$ cat src/rtl/ysyx_25040109_lsu_mc_pkg.sv
// Shared definitions for the multi-cycle load/store unit: FSM states,
// RISC-V funct3 encodings, access width codes and decode helpers.
package ysyx_25040109_lsu_mc_pkg;

    typedef enum logic [1:0] {
        ST_IDLE = 2'd0,
        ST_REQ  = 2'd1,
        ST_WAIT = 2'd2,
        ST_RESP = 2'd3
    } lsu_state_e;

    typedef enum logic [1:0] {
        WID_B = 2'd0,
        WID_H = 2'd1,
        WID_W = 2'd2,
        WID_D = 2'd3
    } lsu_width_e;

    localparam logic [2:0] F3_B  = 3'b000;
    localparam logic [2:0] F3_H  = 3'b001;
    localparam logic [2:0] F3_W  = 3'b010;
    localparam logic [2:0] F3_D  = 3'b011;
    localparam logic [2:0] F3_BU = 3'b100;
    localparam logic [2:0] F3_HU = 3'b101;
    localparam logic [2:0] F3_WU = 3'b110;

    function automatic lsu_width_e f3_width(input logic [2:0] f3);
        lsu_width_e w;
        case (f3)
            F3_B, F3_BU: w = WID_B;
            F3_H, F3_HU: w = WID_H;
            F3_W, F3_WU: w = WID_W;
            default:     w = WID_D;
        endcase
        return w;
    endfunction

    // Doubleword and unsigned-word codes only exist on a 64-bit datapath;
    // stores have no unsigned variants.
    function automatic logic f3_legal(input logic [2:0] f3, input logic is_store,
                                      input logic wide);
        logic ok;
        case (f3)
            F3_B, F3_H, F3_W, F3_BU, F3_HU: ok = 1'b1;
            F3_D, F3_WU:                    ok = wide;
            default:                        ok = 1'b0;
        endcase
        return ok && !(is_store && f3[2]);
    endfunction

    function automatic logic is_misaligned(input lsu_width_e w, input logic [2:0] lo);
        logic m;
        case (w)
            WID_B:   m = 1'b0;
            WID_H:   m = lo[0];
            WID_W:   m = |lo[1:0];
            default: m = |lo;
        endcase
        return m;
    endfunction

endpackage

$ cat src/rtl/ysyx_25040109_lsu_align.sv
// Byte-lane steering for the LSU: store data shift and strobes, load lane
// extraction with sign/zero extension. Purely combinational.
module ysyx_25040109_lsu_align
    import ysyx_25040109_lsu_mc_pkg::*;
#(
    parameter int DATA_W = 32,
    localparam int STRB_W = DATA_W / 8,
    localparam int OFF_W  = $clog2(STRB_W)
) (
    input  logic [2:0]        st_funct3,
    input  logic [OFF_W-1:0]  st_offset,
    input  logic [DATA_W-1:0] st_wdata,
    output logic [DATA_W-1:0] st_wdata_sh,
    output logic [STRB_W-1:0] st_wstrb,
    input  logic [2:0]        ld_funct3,
    input  logic [OFF_W-1:0]  ld_offset,
    input  logic [DATA_W-1:0] ld_rdata,
    output logic [DATA_W-1:0] ld_data
);

    logic [7:0]        st_base_s;
    logic [DATA_W-1:0] ld_sh_s;
    logic [DATA_W-1:0] ld_keep_s;
    logic              ld_msb_s;

    // Store side: shift data and width mask up to the addressed lane.
    always_comb begin
        st_base_s = 8'h00;
        case (f3_width(st_funct3))
            WID_B:   st_base_s = 8'h01;
            WID_H:   st_base_s = 8'h03;
            WID_W:   st_base_s = 8'h0F;
            default: st_base_s = 8'hFF;
        endcase
        st_wstrb    = st_base_s[STRB_W-1:0] << st_offset;
        st_wdata_sh = st_wdata << {st_offset, 3'b000};
    end

    // Load side: bring the lane to bit 0, keep the access width, fill the rest.
    always_comb begin
        ld_sh_s   = ld_rdata >> {ld_offset, 3'b000};
        ld_keep_s = {DATA_W{1'b1}};
        ld_msb_s  = ld_sh_s[DATA_W-1];
        case (f3_width(ld_funct3))
            WID_B: begin
                ld_keep_s = DATA_W'(64'h0000_0000_0000_00FF);
                ld_msb_s  = ld_sh_s[7];
            end
            WID_H: begin
                ld_keep_s = DATA_W'(64'h0000_0000_0000_FFFF);
                ld_msb_s  = ld_sh_s[15];
            end
            WID_W: begin
                ld_keep_s = DATA_W'(64'h0000_0000_FFFF_FFFF);
                ld_msb_s  = ld_sh_s[31];
            end
            default: begin
                ld_keep_s = {DATA_W{1'b1}};
                ld_msb_s  = ld_sh_s[DATA_W-1];
            end
        endcase
        ld_data = (ld_sh_s & ld_keep_s)
                | ({DATA_W{ld_msb_s & ~ld_funct3[2]}} & ~ld_keep_s);
    end

endmodule

$ cat src/rtl/ysyx_25040109_lsu_mc.sv
// Multi-cycle load/store unit: accepts one request at a time, checks width and
// alignment, issues a single memory access and returns one registered response.
module ysyx_25040109_lsu_mc
    import ysyx_25040109_lsu_mc_pkg::*;
#(
    parameter int DATA_W = 32,
    parameter int ADDR_W = 32
) (
    input  logic                clk,
    input  logic                rst,
    input  logic                req_valid,
    output logic                req_ready,
    input  logic                req_is_store,
    input  logic [2:0]          req_funct3,
    input  logic [ADDR_W-1:0]   req_addr,
    input  logic [DATA_W-1:0]   req_wdata,
    output logic                mem_req_valid,
    input  logic                mem_req_ready,
    output logic [ADDR_W-1:0]   mem_addr,
    output logic                mem_wen,
    output logic [DATA_W-1:0]   mem_wdata,
    output logic [DATA_W/8-1:0] mem_wstrb,
    input  logic                mem_rsp_valid,
    input  logic                mem_rsp_err,
    input  logic [DATA_W-1:0]   mem_rsp_data,
    output logic                rsp_valid,
    output logic                rsp_err,
    output logic [DATA_W-1:0]   rsp_data,
    output logic                rsp_misalign
);

    localparam int STRB_W = DATA_W / 8;
    localparam int OFF_W  = $clog2(STRB_W);

    lsu_state_e        state_r;
    logic              is_store_r;
    logic [2:0]        funct3_r;
    logic [OFF_W-1:0]  offset_r;

    logic              legal_s;
    logic              misalign_s;
    logic [ADDR_W-1:0] aligned_addr_s;
    logic [DATA_W-1:0] st_wdata_s;
    logic [STRB_W-1:0] st_wstrb_s;
    logic [DATA_W-1:0] ld_data_s;

    assign legal_s        = f3_legal(req_funct3, req_is_store, DATA_W == 64);
    assign misalign_s     = is_misaligned(f3_width(req_funct3), req_addr[2:0]);
    assign aligned_addr_s = {req_addr[ADDR_W-1:OFF_W], {OFF_W{1'b0}}};

    // Store steering uses the live request; load steering uses the captured one.
    ysyx_25040109_lsu_align #(.DATA_W(DATA_W)) u_align (
        .st_funct3   (req_funct3),
        .st_offset   (req_addr[OFF_W-1:0]),
        .st_wdata    (req_wdata),
        .st_wdata_sh (st_wdata_s),
        .st_wstrb    (st_wstrb_s),
        .ld_funct3   (funct3_r),
        .ld_offset   (offset_r),
        .ld_rdata    (mem_rsp_data),
        .ld_data     (ld_data_s)
    );

    // Transaction FSM with all outputs registered.
    always_ff @(posedge clk or negedge rst) begin
        if (!rst) begin
            state_r       <= ST_IDLE;
            is_store_r    <= 1'b0;
            funct3_r      <= 3'b000;
            offset_r      <= '0;
            req_ready     <= 1'b1;
            mem_req_valid <= 1'b0;
            mem_addr      <= '0;
            mem_wen       <= 1'b0;
            mem_wdata     <= '0;
            mem_wstrb     <= '0;
            rsp_valid     <= 1'b0;
            rsp_err       <= 1'b0;
            rsp_data      <= '0;
            rsp_misalign  <= 1'b0;
        end else begin
            case (state_r)
                ST_IDLE: begin
                    if (req_valid) begin
                        req_ready  <= 1'b0;
                        is_store_r <= req_is_store;
                        funct3_r   <= req_funct3;
                        offset_r   <= req_addr[OFF_W-1:0];
                        if (!legal_s || misalign_s) begin
                            // Unsupported code takes precedence: its width is undefined.
                            state_r      <= ST_RESP;
                            rsp_valid    <= 1'b1;
                            rsp_err      <= 1'b1;
                            rsp_misalign <= legal_s;
                            rsp_data     <= '0;
                        end else begin
                            state_r       <= ST_REQ;
                            mem_req_valid <= 1'b1;
                            mem_addr      <= aligned_addr_s;
                            mem_wen       <= req_is_store;
                            mem_wdata     <= req_is_store ? st_wdata_s : '0;
                            mem_wstrb     <= req_is_store ? st_wstrb_s : '0;
                        end
                    end
                end
                ST_REQ: begin
                    if (mem_req_ready) begin
                        mem_req_valid <= 1'b0;
                        state_r       <= ST_WAIT;
                    end
                end
                ST_WAIT: begin
                    if (mem_rsp_valid) begin
                        state_r      <= ST_RESP;
                        rsp_valid    <= 1'b1;
                        rsp_err      <= mem_rsp_err;
                        rsp_misalign <= 1'b0;
                        rsp_data     <= (is_store_r || mem_rsp_err) ? '0 : ld_data_s;
                    end
                end
                ST_RESP: begin
                    rsp_valid <= 1'b0;
                    req_ready <= 1'b1;
                    state_r   <= ST_IDLE;
                end
                default: begin
                    state_r       <= ST_IDLE;
                    req_ready     <= 1'b1;
                    mem_req_valid <= 1'b0;
                    rsp_valid     <= 1'b0;
                end
            endcase
        end
    end

endmodule

$ cat config.mk
export PLATFORM = sky130hd
export DESIGN_NAME = ysyx_25040109_lsu_mc
export DESIGN_NICKNAME = d
export VERILOG_FILES = /design/src/rtl/ysyx_25040109_lsu_mc_pkg.sv /design/src/rtl/ysyx_25040109_lsu_align.sv /design/src/rtl/ysyx_25040109_lsu_mc.sv
export SDC_FILE = /design/constraint.sdc
export NUM_CORES = 1
export LEC_CHECK = 0
export CORE_UTILIZATION = 44
export DETAILED_ROUTE_END_ITERATION = 16
export PLACE_DENSITY = 0.81
export SLEW_MARGIN = 20
export SYNTH_ARGS = -nofsm -noshare
export SYNTH_HDL_FRONTEND = slang
export SYNTH_SLANG_ARGS = --single-unit
$ cat constraint.sdc
create_clock -name clk -period 2.9 [get_ports clk]
set_input_delay 0.58 -clock clk [delete_from_list [all_inputs] [get_ports clk]]
set_output_delay 0.58 -clock clk [all_outputs]
set_load 0.005 [all_outputs]
==> flow_summary.html <==
<table>
<tr><th>Metric</th><th>Value</th></tr>
<tr><th colspan="2">Layout</th></tr>
<tr><td>Fill cells</td><td>902</td></tr>
<tr><td>Number of nets in the layout</td><td>813</td></tr>
<tr><td>Area growth from synthesis to layout</td><td>49.2%</td></tr>
<tr><td>Total area of multi-input combinational cells</td><td>2450 um^2</td></tr>
<tr><td>Fraction of final layout cells sized beyond drive strength 1</td><td>14.6%</td></tr>
<tr><td>Summed area of non-filler cells in the final layout</td><td>8170 um^2</td></tr>
<tr><td>Non-filler instance count after layout</td><td>875</td></tr>
<tr><td>Area used by sequential logic in the layout</td><td>2800 um^2</td></tr>
<tr><td>Antenna Diode Count</td><td>0</td></tr>
<tr><th colspan="2">Floorplanning</th></tr>
<tr><td>Die extent in x</td><td>114 um</td></tr>
<tr><td>Effective utilization at floorplan</td><td>45.4%</td></tr>
<tr><td>Boundary Pins</td><td>212</td></tr>
<tr><td>Placement row count</td><td>40</td></tr>
<tr><td>Die area</td><td>12900 um^2</td></tr>
<tr><td>Core area</td><td>12100 um^2</td></tr>
<tr><td>Die height</td><td>114 um</td></tr>
<tr><th colspan="2">Yosys</th></tr>
<tr><td>Synth top area cells</td><td>sky130_fd_sc_hd__dfrtp_1 (51%), sky130_fd_sc_hd__mux2_2 (9.7%), sky130_fd_sc_hd__mux2i_1 (6.6%)</td></tr>
<tr><td>Cell accounting for the most synthesized area</td><td>sky130_fd_sc_hd__dfrtp_1</td></tr>
<tr><td>Area share of the largest cell type after synthesis</td><td>50.7%</td></tr>
<tr><td>Synth Register Bits</td><td>112</td></tr>
<tr><td>Syn Std Cell Area</td><td>5470 um^2</td></tr>
<tr><td>Post-synth cell types</td><td>49</td></tr>
<tr><td>Top cells by instance count after synthesis</td><td>sky130_fd_sc_hd__dfrtp_1 (111), sky130_fd_sc_hd__nand2_1 (62), sky130_fd_sc_hd__mux2_2 (47)</td></tr>
<tr><td>Post-Synthesis Cells</td><td>497</td></tr>
<tr><td>Library cell with the highest instance count after synthesis</td><td>sky130_fd_sc_hd__dfrtp_1</td></tr>
<tr><td>Number of synthesized flops with an enable pin</td><td>0</td></tr>
<tr><td>Proportion of synthesized flip-flops having asynchronous set or reset</td><td>100%</td></tr>
<tr><td>Sequential share of the synthesized area</td><td>51.2%</td></tr>
<tr><td>Flip-flop cell with the highest count after synthesis</td><td>sky130_fd_sc_hd__dfrtp_1</td></tr>
<tr><td>Synth warnings</td><td>0</td></tr>
<tr><td>Syn avg cell area</td><td>11.0 um^2</td></tr>
<tr><th colspan="2">CTS</th></tr>
<tr><td>Longest Clk Path Bufs</td><td>2</td></tr>
<tr><td>Number of H-tree levels</td><td>3</td></tr>
<tr><td>Worst skew pair latency</td><td>0.35 ns</td></tr>
<tr><td>Root Driver</td><td>sky130_fd_sc_hd__clkbuf_16</td></tr>
<tr><td>TritonCTS clock tree</td><td>yes</td></tr>
<tr><td>TritonCTS Buffers</td><td>9</td></tr>
<tr><td>Post-CTS Resized</td><td>0</td></tr>
<tr><td>Number of buffers inserted by post-CTS setup repair</td><td>0</td></tr>
<tr><td>Number of sinks on the clock net</td><td>112</td></tr>
<tr><td>Clock Pin Slew Worst Setup and Hold Paths</td><td>0.08 ns</td></tr>
<tr><td>Number of hold buffers added after CTS</td><td>0</td></tr>
<tr><th colspan="2">Drt</th></tr>
<tr><td>Final wirelength</td><td>16300 um</td></tr>
<tr><td>Detail Route Antenna Nets</td><td>0</td></tr>
<tr><td>Number of remaining DRC errors</td><td>0</td></tr>
<tr><td>Drt via density</td><td>5.48</td></tr>
<tr><td>Drt first-iter violations</td><td>308</td></tr>
<tr><td>Router iterations before antenna repair</td><td>5</td></tr>
<tr><td>Vias</td><td>4793</td></tr>
<tr><td>Final routed wire length divided by cell count</td><td>18.7 um</td></tr>
<tr><th colspan="2">Power</th></tr>
<tr><td>Static Leakage</td><td>3.50 nW</td></tr>
<tr><td>Tot Pwr</td><td>7.78 mW</td></tr>
<tr><td>Cell Pwr Density</td><td>953 nW/um^2</td></tr>
<tr><td>Portion of total power attributed to sequential cells</td><td>35.1%</td></tr>
<tr><td>Sw Ratio</td><td>32.6%</td></tr>
<tr><td>Clock share of power</td><td>17.5%</td></tr>
<tr><td>Highest ir drop seen on vdd</td><td>536 uV</td></tr>
<tr><td>Switching power of the nets</td><td>2.54 mW</td></tr>
<tr><td>Fraction of power consumed by combinational cells</td><td>47.4%</td></tr>
<tr><td>Internal power summed over all cells</td><td>5.24 mW</td></tr>
<tr><th colspan="2">Timing</th></tr>
<tr><td>Setup violation total in the final timing report</td><td>0</td></tr>
<tr><td>Post-route fraction of the period consumed by the critical path</td><td>85.5%</td></tr>
<tr><td>Worst Clk Skew</td><td>0.00566 ns</td></tr>
<tr><td>Fin Setup TNS</td><td>0 ns</td></tr>
<tr><td>Remaining max-slew budget at the tightest pin</td><td>54.4%</td></tr>
<tr><td>Fin. max-slew vios</td><td>0</td></tr>
<tr><td>RSZ-0062 raised after global routing</td><td>false</td></tr>
<tr><td>PnR worst setup slack</td><td>0.421 ns</td></tr>
<tr><td>Maximum operating frequency</td><td>403 MHz</td></tr>
<tr><td>Min Clock Period, post-route</td><td>2.48 ns</td></tr>
<tr><td>Least-Margin Pin Slew</td><td>0.684 ns</td></tr>
<tr><td>Number of hold violations in the final report</td><td>0</td></tr>
<tr><th colspan="2">Place</th></tr>
<tr><td>Instance area at placement</td><td>7840 um^2</td></tr>
<tr><td>Placed wire-length estimate</td><td>12000 um</td></tr>
<tr><td>Weighted congestion reported at the end of routability-driven placement</td><td>0.905</td></tr>
<tr><td>Worst slack at placement</td><td>0.0517 ns</td></tr>
<tr><td>Cells after DPL</td><td>859</td></tr>
<tr><td>PortBufs</td><td>209</td></tr>
<tr><th colspan="2">Worst setup path</th></tr>
<tr><td>Required time at the worst-slack endpoint</td><td>3.16 ns</td></tr>
<tr><td>Crit start category</td><td>input port</td></tr>
<tr><td>Worst path max stage delay</td><td>0.60 ns</td></tr>
<tr><td>Standard cell with the maximum stage delay on the critical path</td><td>sky130_fd_sc_hd__or4_1</td></tr>
<tr><td>Number of cells on the worst reg-to-reg path</td><td>6</td></tr>
<tr><td>Ordered list of cells on the worst path</td><td>clkdlybuf4s50_1, or4_1, nor4bb_4, or2_1, buf_4, a31oi_1</td></tr>
<tr><td>Peak fanout along the critical path</td><td>14</td></tr>
<tr><td>Kind of end point of the critical path</td><td>flip-flop</td></tr>
<tr><td>Arrival time worst endpoint</td><td>2.74 ns</td></tr>
<tr><td>Kind of critical path</td><td>input port to flip-flop</td></tr>
<tr><th colspan="2">Flow run</th></tr>
<tr><td>Number of violations of the max-capacitance limit</td><td>0</td></tr>
<tr><th colspan="2">GRT</th></tr>
<tr><td>Number of global-route vias before repair</td><td>4799</td></tr>
<tr><td>Wire length of the first global-routing pass</td><td>25800 um</td></tr>
<tr><td>Pin count of the biggest net entering global routing</td><td>53</td></tr>
<tr><td>Antenna violations before repair</td><td>0</td></tr>
<tr><td>Overall global routing resource usage</td><td>25.8%</td></tr>
<tr><td>GRT overflow</td><td>0</td></tr>
<tr><th colspan="2">Hold path</th></tr>
<tr><td>Path category of the worst min-delay check</td><td>input port to asynchronous set/reset pin</td></tr>
<tr><th colspan="2">Status</th></tr>
<tr><td>Run status</td><td>complete, no violations</td></tr>
</table>
[worst max-delay path: cells and delay by family]
| family | cells | cell delay (ns) |
|---|---|---|
| AND/OR/NAND/NOR | 3 | 1.29 |
| buffers and inverters | 2 | 0.70 |
| AO/OA/AOI/OAI | 1 | 0.17 |
[worst paths after layout]
path / startpoint / to / slack [ns]
max in group asynchronous: rst / rsp_data[2] / 1.89
hold / removal: rst / rsp_data[18] / 0.27
setup reg to reg: state_r[1] / rsp_data[0] / 0.47
hold reg to reg: offset_r[1] / offset_r[1] / 0.48
min in group clk: offset_r[1] / offset_r[1] / 0.48
setup / recovery: req_funct3[2] / rsp_data[17] / 0.42
[state kept, by name, indices dropped and copies added (netlist names)]
name,cells
funct3_r,3
is_store_r,1
mem_addr,30
mem_req_valid,1
mem_wdata,32
mem_wen,1
mem_wstrb,4
offset_r,2
req_ready,1
rsp_data,32
rsp_err,1
rsp_misalign,1
rsp_valid,1
state_r,2
[power by group through the flow]
stage / clock [mW] / combinational, mW / sequential [mW]
floorplan: 0 / 1.71 / 2.71
global placement: 0 / 3.57 / 2.72
detailed placement: 0 / 3.68 / 2.75
CTS: 1.39 / 3.71 / 2.73
global route: 1.45 / 3.99 / 2.82
finish: 1.36 / 3.69 / 2.73
[layer usage]
metal	share of wire [%]	GRT usage, %	vias to the layer above	wire length [um]
li1	-	-	2215	-
met1	41	33.2	2310	6650
met2	49	42.7	252	7960
met3	9.4	6.64	16	1530
met4	1.3	7.81	0	205
met5	0	0	-	0
[placed cells by master (no fill, tap or decap), types with 8 or more instances in the layout]
cell type and count:
sky130_fd_sc_hd__clkdlybuf4s50_1 207, sky130_fd_sc_hd__dfrtp_1 111, sky130_fd_sc_hd__nand2_1 62, sky130_fd_sc_hd__mux2_2 47
sky130_fd_sc_hd__mux2i_1 36, sky130_fd_sc_hd__buf_4 26, sky130_fd_sc_hd__nor3_1 19, sky130_fd_sc_hd__a31oi_1 19
sky130_fd_sc_hd__a211oi_1 15, sky130_fd_sc_hd__inv_1 14, sky130_fd_sc_hd__o21ai_0 13, sky130_fd_sc_hd__nor2b_1 10
sky130_fd_sc_hd__a22o_1 10, sky130_fd_sc_hd__o221ai_1 9, sky130_fd_sc_hd__nand3b_1 9, sky130_fd_sc_hd__o211ai_1 9
sky130_fd_sc_hd__o2bb2ai_1 9, sky130_fd_sc_hd__clkbuf_16 9, sky130_fd_sc_hd__a21oi_1 8, sky130_fd_sc_hd__a32o_1 8
[final cells by class]
type                            count  share of cell area [%]
Inverter                           15                   0.689
Tap cell                          168                    2.57
Clock buffer                        9                    2.76
Clock inverter                      7                    1.32
Sequential cell                   112                    34.3
Timing Repair Buffer              236                    28.3
Multi-Input combinational cell    328                    30.0
[kinds of logic (layout without fill, tap and decap cells)]
logic type      count (synthesis)  after routing  share of synthesized area, %
compound gates                112            112                          15.2
other cells                     1              2                        0.0685
flops                         112            112                          51.2
simple gates                  124            124                          11.2
mux                            85             85                          16.8
buf+inv                        58            267                          4.41
fa+ha+maj                       5              5                          1.14
[per-stage QoR]
step | hold WS (ns) | util [%]
3_5_place_dp | 0.472 | 65.0
5_1_grt | 0.319 | 67.7
6_report | 0.266 | 67.7
4_1_cts | 0.290 | 67.7
2_1_floorplan | 0.284 | -
3_3_place_gp | 0.467 | 65.0
(Power assumes the default switching activity.)
